## src/rtl/fb_axi_writer_if.sv

```systemverilog
// AXI4-Lite write-channel bundle used by fb_axi_writer.
//   AW: m_axi_awaddr, m_axi_awvalid (master -> slave), m_axi_awready (slave -> master)
//   W : m_axi_wdata, m_axi_wstrb, m_axi_wvalid (master -> slave), m_axi_wready (slave -> master)
//   B : m_axi_bresp, m_axi_bvalid (slave -> master), m_axi_bready (master -> slave)
interface fb_axi_writer_if;
    logic [31:0] m_axi_awaddr;
    logic        m_axi_awvalid;
    logic        m_axi_awready;
    logic [31:0] m_axi_wdata;
    logic [3:0]  m_axi_wstrb;
    logic        m_axi_wvalid;
    logic        m_axi_wready;
    logic [1:0]  m_axi_bresp;
    logic        m_axi_bvalid;
    logic        m_axi_bready;

    modport master (
        output m_axi_awaddr, m_axi_awvalid,
        input  m_axi_awready,
        output m_axi_wdata, m_axi_wstrb, m_axi_wvalid,
        input  m_axi_wready,
        input  m_axi_bresp, m_axi_bvalid,
        output m_axi_bready
    );

    modport slave (
        input  m_axi_awaddr, m_axi_awvalid,
        output m_axi_awready,
        input  m_axi_wdata, m_axi_wstrb, m_axi_wvalid,
        output m_axi_wready,
        output m_axi_bresp, m_axi_bvalid,
        input  m_axi_bready
    );
endinterface

```

## src/rtl/fb_axi_writer.sv

```systemverilog
// Framebuffer pixel writer: turns single-pixel requests from a line drawer into
// single-beat AXI4-Lite writes, queued through a small pixel FIFO.
//
// Ports:
//   clk, rst_n          clock (rising edge), asynchronous active-low reset
//   fb_base             framebuffer byte base address, sampled per pixel at push
//   fb_addr, fb_data    pixel byte offset and value from the drawer
//   w_en                level request; only a 0->1 transition requests a pixel
//   axi_master_state    00 IDLE, 01 ADDR, 10 RESP, 11 ERROR
//   axi_master_awready  sticky "pixel accepted" flag back to the drawer
//   err_count           saturating count of non-OKAY write responses
//   drop_count          saturating count of pixels dropped on a full FIFO
//   axi                 AXI4-Lite write channels (master modport)
module fb_axi_writer #(
    parameter int unsigned FIFO_DEPTH = 2
) (
    input  logic              clk,
    input  logic              rst_n,
    input  logic [31:0]       fb_base,
    input  logic [15:0]       fb_addr,
    input  logic [7:0]        fb_data,
    input  logic              w_en,
    output logic [1:0]        axi_master_state,
    output logic              axi_master_awready,
    output logic [7:0]        err_count,
    output logic [7:0]        drop_count,
    fb_axi_writer_if.master   axi
);

    localparam int unsigned PtrW = (FIFO_DEPTH > 1) ? $clog2(FIFO_DEPTH) : 1;
    localparam logic [PtrW:0]   CntFull = (PtrW + 1)'(FIFO_DEPTH);
    localparam logic [PtrW:0]   CntOne  = (PtrW + 1)'(1);
    localparam logic [PtrW-1:0] PtrOne  = PtrW'(1);
    localparam logic [1:0]      RespOkay = 2'b00;

    typedef enum logic [1:0] {
        StIdle  = 2'b00,
        StAddr  = 2'b01,
        StResp  = 2'b10,
        StError = 2'b11
    } state_e;

    // ------------------------------------------------------------------
    // Request edge detection
    // ------------------------------------------------------------------
    logic w_en_q;
    logic armed_q;
    logic req_edge;

    // armed_q only rises once w_en has been seen low, so a level already high
    // when reset releases is not mistaken for a fresh request.
    always_ff @(posedge clk or negedge rst_n) begin
        if (!rst_n) begin
            w_en_q  <= 1'b0;
            armed_q <= 1'b0;
        end else begin
            w_en_q <= w_en;
            if (!w_en) begin
                armed_q <= 1'b1;
            end
        end
    end

    assign req_edge = w_en & ~w_en_q & armed_q;

    // ------------------------------------------------------------------
    // Pixel FIFO: entries are {byte address, pixel}
    // ------------------------------------------------------------------
    logic [39:0]     mem [FIFO_DEPTH];
    logic [PtrW-1:0] wr_ptr_q, rd_ptr_q;
    logic [PtrW:0]   count_q, count_d;
    logic            fifo_full, fifo_empty;
    logic            push, pop, drop;
    logic [31:0]     push_addr;

    assign fifo_full  = (count_q == CntFull);
    assign fifo_empty = (count_q == '0);
    assign push       = req_edge & ~fifo_full;
    assign drop       = req_edge & fifo_full;
    assign push_addr  = fb_base + {16'h0000, fb_addr};

    always_comb begin
        count_d = count_q;
        unique case ({push, pop})
            2'b10:   count_d = count_q + CntOne;
            2'b01:   count_d = count_q - CntOne;
            default: count_d = count_q;
        endcase
    end

    // Pointers wrap naturally because the depth is a power of two.
    always_ff @(posedge clk or negedge rst_n) begin
        if (!rst_n) begin
            wr_ptr_q <= '0;
            rd_ptr_q <= '0;
            count_q  <= '0;
        end else begin
            if (push) begin
                wr_ptr_q <= wr_ptr_q + PtrOne;
            end
            if (pop) begin
                rd_ptr_q <= rd_ptr_q + PtrOne;
            end
            count_q <= count_d;
        end
    end

    always_ff @(posedge clk) begin
        if (push) begin
            mem[wr_ptr_q] <= {push_addr, fb_data};
        end
    end

    // ------------------------------------------------------------------
    // AXI write FSM
    // ------------------------------------------------------------------
    state_e      state_q, state_d;
    logic        awvalid_q, awvalid_d;
    logic        wvalid_q, wvalid_d;
    logic [31:0] addr_q, addr_d;
    logic [7:0]  data_q, data_d;
    logic [7:0]  err_q, err_d;
    logic [7:0]  drop_q, drop_d;
    logic        accepted_q, accepted_d;
    logic        aw_hs, w_hs;

    assign aw_hs = awvalid_q & axi.m_axi_awready;
    assign w_hs  = wvalid_q & axi.m_axi_wready;

    always_comb begin
        state_d   = state_q;
        awvalid_d = awvalid_q;
        wvalid_d  = wvalid_q;
        addr_d    = addr_q;
        data_d    = data_q;
        err_d     = err_q;
        pop       = 1'b0;

        unique case (state_q)
            StIdle: begin
                if (!fifo_empty) begin
                    pop              = 1'b1;
                    {addr_d, data_d} = mem[rd_ptr_q];
                    awvalid_d        = 1'b1;
                    wvalid_d         = 1'b1;
                    state_d          = StAddr;
                end
            end
            StAddr: begin
                // AW and W complete independently, in either order.
                if (aw_hs) begin
                    awvalid_d = 1'b0;
                end
                if (w_hs) begin
                    wvalid_d = 1'b0;
                end
                if (!awvalid_d && !wvalid_d) begin
                    state_d = StResp;
                end
            end
            StResp: begin
                if (axi.m_axi_bvalid) begin
                    if (axi.m_axi_bresp == RespOkay) begin
                        state_d = StIdle;
                    end else begin
                        state_d = StError;
                        if (err_q != 8'hFF) begin
                            err_d = err_q + 8'd1;
                        end
                    end
                end
            end
            StError: begin
                // Failed pixel is not retried.
                state_d = StIdle;
            end
            default: state_d = StIdle;
        endcase
    end

    always_comb begin
        drop_d = drop_q;
        if (drop && (drop_q != 8'hFF)) begin
            drop_d = drop_q + 8'd1;
        end
    end

    // The accepted flag tracks the most recent request: it sets on an AW
    // handshake only when nothing newer is still queued, and a new request
    // edge always wins. A dropped pixel is therefore acknowledged once the
    // older queued pixels have drained, so the drawer never stalls forever.
    always_comb begin
        accepted_d = accepted_q;
        if (req_edge) begin
            accepted_d = 1'b0;
        end else if (aw_hs && fifo_empty) begin
            accepted_d = 1'b1;
        end
    end

    always_ff @(posedge clk or negedge rst_n) begin
        if (!rst_n) begin
            state_q    <= StIdle;
            awvalid_q  <= 1'b0;
            wvalid_q   <= 1'b0;
            addr_q     <= '0;
            data_q     <= '0;
            err_q      <= '0;
            drop_q     <= '0;
            accepted_q <= 1'b0;
        end else begin
            state_q    <= state_d;
            awvalid_q  <= awvalid_d;
            wvalid_q   <= wvalid_d;
            addr_q     <= addr_d;
            data_q     <= data_d;
            err_q      <= err_d;
            drop_q     <= drop_d;
            accepted_q <= accepted_d;
        end
    end

    // ------------------------------------------------------------------
    // Outputs
    // ------------------------------------------------------------------
    // Report ADDR while a queued pixel is about to be popped out of IDLE.
    assign axi_master_state   = ((state_q == StIdle) && !fifo_empty) ? StAddr : state_q;
    assign axi_master_awready = accepted_q;
    assign err_count          = err_q;
    assign drop_count         = drop_q;

    assign axi.m_axi_awaddr  = {addr_q[31:2], 2'b00};
    assign axi.m_axi_awvalid = awvalid_q;
    assign axi.m_axi_wdata   = {4{data_q}};
    assign axi.m_axi_wstrb   = 4'b0001 << addr_q[1:0];
    assign axi.m_axi_wvalid  = wvalid_q;
    assign axi.m_axi_bready  = (state_q == StResp);

endmodule

```

## src/flat_wrapper.sv

```systemverilog
// flat-port wrapper written by rule: the top's interface ports become plain ports
module fb_axi_writer_flat 
#(
    parameter int unsigned FIFO_DEPTH = 2
)
  (clk, rst_n, fb_base, fb_addr, fb_data, w_en, axi_master_state, axi_master_awready, err_count, drop_count, axi_m_axi_awaddr, axi_m_axi_awvalid, axi_m_axi_awready, axi_m_axi_wdata, axi_m_axi_wstrb, axi_m_axi_wvalid, axi_m_axi_wready, axi_m_axi_bresp, axi_m_axi_bvalid, axi_m_axi_bready);
  fb_axi_writer_if axi_i ();
  input  logic clk;
  input  logic rst_n;
  input  logic [31:0] fb_base;
  input  logic [15:0] fb_addr;
  input  logic [7:0] fb_data;
  input  logic w_en;
  output logic [1:0] axi_master_state;
  output logic axi_master_awready;
  output logic [7:0] err_count;
  output logic [7:0] drop_count;
  output wire logic [$bits(axi_i.m_axi_awaddr)-1:0] axi_m_axi_awaddr;
  output wire logic [$bits(axi_i.m_axi_awvalid)-1:0] axi_m_axi_awvalid;
  input wire logic [$bits(axi_i.m_axi_awready)-1:0] axi_m_axi_awready;
  output wire logic [$bits(axi_i.m_axi_wdata)-1:0] axi_m_axi_wdata;
  output wire logic [$bits(axi_i.m_axi_wstrb)-1:0] axi_m_axi_wstrb;
  output wire logic [$bits(axi_i.m_axi_wvalid)-1:0] axi_m_axi_wvalid;
  input wire logic [$bits(axi_i.m_axi_wready)-1:0] axi_m_axi_wready;
  input wire logic [$bits(axi_i.m_axi_bresp)-1:0] axi_m_axi_bresp;
  input wire logic [$bits(axi_i.m_axi_bvalid)-1:0] axi_m_axi_bvalid;
  output wire logic [$bits(axi_i.m_axi_bready)-1:0] axi_m_axi_bready;
  assign axi_m_axi_awaddr = axi_i.m_axi_awaddr;
  assign axi_m_axi_awvalid = axi_i.m_axi_awvalid;
  assign axi_i.m_axi_awready = axi_m_axi_awready;
  assign axi_m_axi_wdata = axi_i.m_axi_wdata;
  assign axi_m_axi_wstrb = axi_i.m_axi_wstrb;
  assign axi_m_axi_wvalid = axi_i.m_axi_wvalid;
  assign axi_i.m_axi_wready = axi_m_axi_wready;
  assign axi_i.m_axi_bresp = axi_m_axi_bresp;
  assign axi_i.m_axi_bvalid = axi_m_axi_bvalid;
  assign axi_m_axi_bready = axi_i.m_axi_bready;
  fb_axi_writer #(.FIFO_DEPTH(FIFO_DEPTH)) u_core (.clk(clk), .rst_n(rst_n), .fb_base(fb_base), .fb_addr(fb_addr), .fb_data(fb_data), .w_en(w_en), .axi_master_state(axi_master_state), .axi_master_awready(axi_master_awready), .err_count(err_count), .drop_count(drop_count), .axi(axi_i));
endmodule
```

## config.mk

```make
export PLATFORM = sky130hd
export DESIGN_NAME = fb_axi_writer_flat
export DESIGN_NICKNAME = d
export VERILOG_FILES = /design/src/rtl/fb_axi_writer_if.sv /design/src/rtl/fb_axi_writer.sv /design/src/flat_wrapper.sv
export SDC_FILE = /design/constraint.sdc
export NUM_CORES = 1
export LEC_CHECK = 0
export ABC_CLOCK_PERIOD_IN_PS = 3400
export CORE_ASPECT_RATIO = 0.75
export CORE_MARGIN = 2
export CORE_UTILIZATION = 30
export CTS_CLUSTER_DIAMETER = 50
export CTS_CLUSTER_SIZE = 40
export DETAILED_ROUTE_END_ITERATION = 6
export GPL_ROUTABILITY_DRIVEN = 1
export REMOVE_ABC_BUFFERS = 1
export SETUP_SLACK_MARGIN = 0.4
export SKIP_LAST_GASP = 1
export SLEW_MARGIN = 20
export SYNTH_ARGS = -nofsm -noshare
export SYNTH_HDL_FRONTEND = slang
export SYNTH_SLANG_ARGS = --single-unit
```

## constraint.sdc

```tcl
create_clock -name clk -period 3.4 [get_ports clk]
set_input_delay 0.34 -clock clk [delete_from_list [all_inputs] [get_ports clk]]
set_output_delay 0.34 -clock clk [all_outputs]
set_load 0.005 [all_outputs]
```

==> summary.txt <==
Run status
  – Status: finished clean

Final layout
  – Area delta synth->final: 29.7%
  – Multi-input gate area: 2370 um2
  – Flip-flop and latch area: 4080 um2
  – Inserted Diodes: 0
  – Fill cell total of the finished layout: about 2200
  – Share of cells above drive strength 1: 7.54%
  – Nets: between 700 and 800

Floorplan
  – Die area: between 20000 and 25000 um2
  – Placeable core area: between 20000 and 25000 um2
  – Die Wd: 180 um
  – Initial cell density of the core: approximately 30%
  – # IOs: about 150
  – Row cnt: 48
  – Die H: 136 um

Route
  – Drt first pass iters: 4
  – Post-route ant nets: 0
  – DRC violations left: 0
  – DR WL/cell: 14.9 um
  – Routed vias: about 4400
  – Vias per cell: about 4.4
  – Initial drt markers: approximately 150
  – Final WL: 14700 um

Setup path
  – Worst EP arrival: approximately 2.9 ns
  – CP Launch Type: input pin
  – CP required: roughly 3.6 ns
  – Kind of critical path: input pin to register
  – Worst setup EP type: register
  – Crit path max fanout: 5

Timing
  – Setup ws final: between 0.6 and 0.7 ns
  – Fmax achieved: roughly 0.37 GHz
  – Setup TNS: 0 ns
  – Worst Tran Pin Value: between 0.9 and 1 ns
  – Final min period: 2.72 ns
  – Slew Viols, Final: 0
  – Final Hold Viols: 0
  – RSZ-0062 raised after global routing: no
  – Setup Skew: 0.00893 ns
  – Setup violators final: 0
  – Slew Limit Headroom: 37.2%
  – Final Cycle Share: between 70% and 80%

Logic synthesis
  – Synth Area in Simple Gates: 9.74%
  – Cells after Synth: around 570
  – Adder-Cell Fraction of Synth Area: approximately 3.7%
  – Complex-gate fraction of the synthesized area: slightly above 8%
  – Mux contribution to synthesized area: under 10%
  – Post-synthesis register bit count: about 150
  – Mean Syn Cell Area: between 10 and 15 um2
  – Mapped Area: 6950 um2
  – Seq/Total Area, Yosys: 58.7%
  – Xor/xnor cell area share of the yosys netlist: 6.18%
  – Synth Flop Type: edfxtp_1
  – Post-synth cell types: 48
  – Largest family of logic cells by synthesized area: simple AND/OR/NAND/NOR gates
  – Synth warnings: 0
  – EDFF count, synth: 80
  – Synth async-reset ratio: 45.6%

CTS
  – Clock buffer count from CTS: 17
  – TritonCTS clock tree: built
  – Max clock buf depth: 2
  – CTS resizes: 0
  – Clock-pin slew on the worst setup and hold paths: ~0.06 ns
  – Post-CTS setup buffer count: 0
  – CTS Sinks: approximately 150
  – Clk_lat worst skew: 0.42 ns
  – CTS Hold Bufs: 0
  – Htree depth: 4
  – Root buf cell: clkbuf_16

Place
  – Gpl congestion: around 0.81
  – PortBufs: between 150 and 200
  – Pre-CTS setup slack: 0.293 ns
  – Final HPWL DP: 10200 um

Global route
  – GR Overflow Total: 0
  – GRT Total Usage: about 12%
  – First-pass GRT wire length: roughly 23000 um
  – Initial antenna violation count: 0
  – Vias in the first global route: about 4100
  – Largest net degree at the start of global routing: just under 70

Run
  – Max-cap violations: 0

Pwr
  – Static leakage: between 0.003 and 0.004 uW
  – PD cells: roughly 780 nW/um2
  – Max VDD drop: between 400 and 500 uV

Min path
  – HP Class: input pin to async pin
-- cell families (layout without fill, tap and decap cells) --
family                     Yosys count  after routing
DFF                                147            147
muxes                               42             42
AOI/OAI and AO/OA                   93             93
buffers and inverters               81            196
xor gates and xnor gates            49             49
adders and majority gates           20             20
other                                1              2
and+or+nand+nor                    141            141
-- final timing paths --
kind	startpoint	endpoint	slack, ns	depth (start not counted)
worst max-delay path	fb_base[0]	u_core.mem[0][36]	0.68	10
worst min-delay path	rst_n	u_core.addr_q[9]	0.06	1
worst max register to register	u_core.drop_count[2]	u_core.drop_count[6]	1.38	7
worst min register to register	u_core.addr_q[4]	u_core.addr_q[4]	0.48	2
max in group asynchronous	rst_n	u_core.rd_ptr_q	2.69	1
min in group clk	w_en	u_core.w_en_q	0.44	1
-- cell type report --
type	instances	share of cell area [%]
clock inverter	10	1.32
multi-input combinational	347	26.3
timing repair buffer	157	17.2
sequential	147	45.3
inverter	7	0.292
clock buffer	22	5.40
tap	300	4.17
-- worst max-delay path, stage by stage --
cell	delay, ns
clkdlybuf4s50_1	0.40
ha_1	0.23
fa_1	0.43
a211oi_1	0.30
o21a_1	0.27
a211oi_2	0.11
o21bai_1	0.22
o21a_1	0.29
nor3_1	0.10
xor2_1	0.16
-- synthesized netlist by cell type (2+ instances only) --
cell type	n	area share, %
edfxtp_1	80	35
dfrtp_1	67	24
nand2_1	66	3.6
buf_4	56	6.0
o21ai_0	48	3.5
mux2i_1	40	5.8
nor2_1	28	1.5
xnor2_1	25	3.2
xor2_1	24	3.0
ha_1	19	3.4
a21oi_1	18	1.3
clkbuf_1	18	0.97
nand4_1	9	0.81
inv_1	7	0.38
and3_1	6	0.54
nand3_1	6	0.43
nor2b_1	6	0.54
a21o_1	5	0.54
o21a_1	5	0.54
and2_1	3	0.27
nand2b_1	3	0.27
a22oi_1	2	0.22
a31oi_1	2	0.18
mux2_2	2	0.32
nor3_1	2	0.14
nor3b_1	2	0.22
nor3b_2	2	0.36
o211ai_1	2	0.22
or3_1	2	0.18
-- registers in the layout, summed over array words and instances (netlist names), 2 cells and up --
signal / cells
u_core.err_count: 8
u_core.mem: 80
u_core.drop_count: 8
u_core.count_q: 2
u_core.data_q: 8
u_core.state_q: 2
u_core.addr_q: 32
-- report_power, final --
group / internal (uW) / switching [uW] / total, uW
sequential: 2390 / 370 / 2760
clock: 1170 / 742 / 1920
combinational: 1310 / 1010 / 2320
total: 4870 / 2120 / 6990
-- routing by layer --
layer,global-route usage [%],wire length (um)
met1,17.9,7490
met2,18.3,6250
met3,3.52,796
met4,3.93,161
met5,0,0
-- placed cells by master, fill, tap and decap left out, types with 3 or more instances in the layout --
cell type,n
edfxtp_1,80
inv_6,3
and3_1,5
nor2_1,27
a21oi_1,18
nand3_1,6
o21ai_0,48
xor2_1,24
clkinvlp_4,3
a21o_1,5
nand2b_1,3
inv_1,7
nand4_1,9
clkbuf_16,19
nor2b_1,6
and2_1,3
buf_4,7
ha_1,19
clkbuf_1,3
nand2_1,66
mux2i_1,40
clkdlybuf4s50_1,150
dfrtp_1,66
o21a_1,5
xnor2_1,25
-- metrics by stage --
step | utilization, % | total power (uW) | instances | hold WS [ns] | instance area [um2]
after floorplan | - | 3780 | 501 | 0.0444 | 6460
after global placement | 36.7 | 5140 | 958 | 0.452 | 8410
after detailed placement | 36.7 | 5180 | 958 | 0.462 | 8410
after CTS | 39.4 | 7120 | 990 | 0.0870 | 9010
after global routing | 39.4 | 7480 | 990 | 0.128 | 9010
final | 39.4 | 6990 | 990 | 0.0553 | 9010
Power figures use the tool's default switching activity.
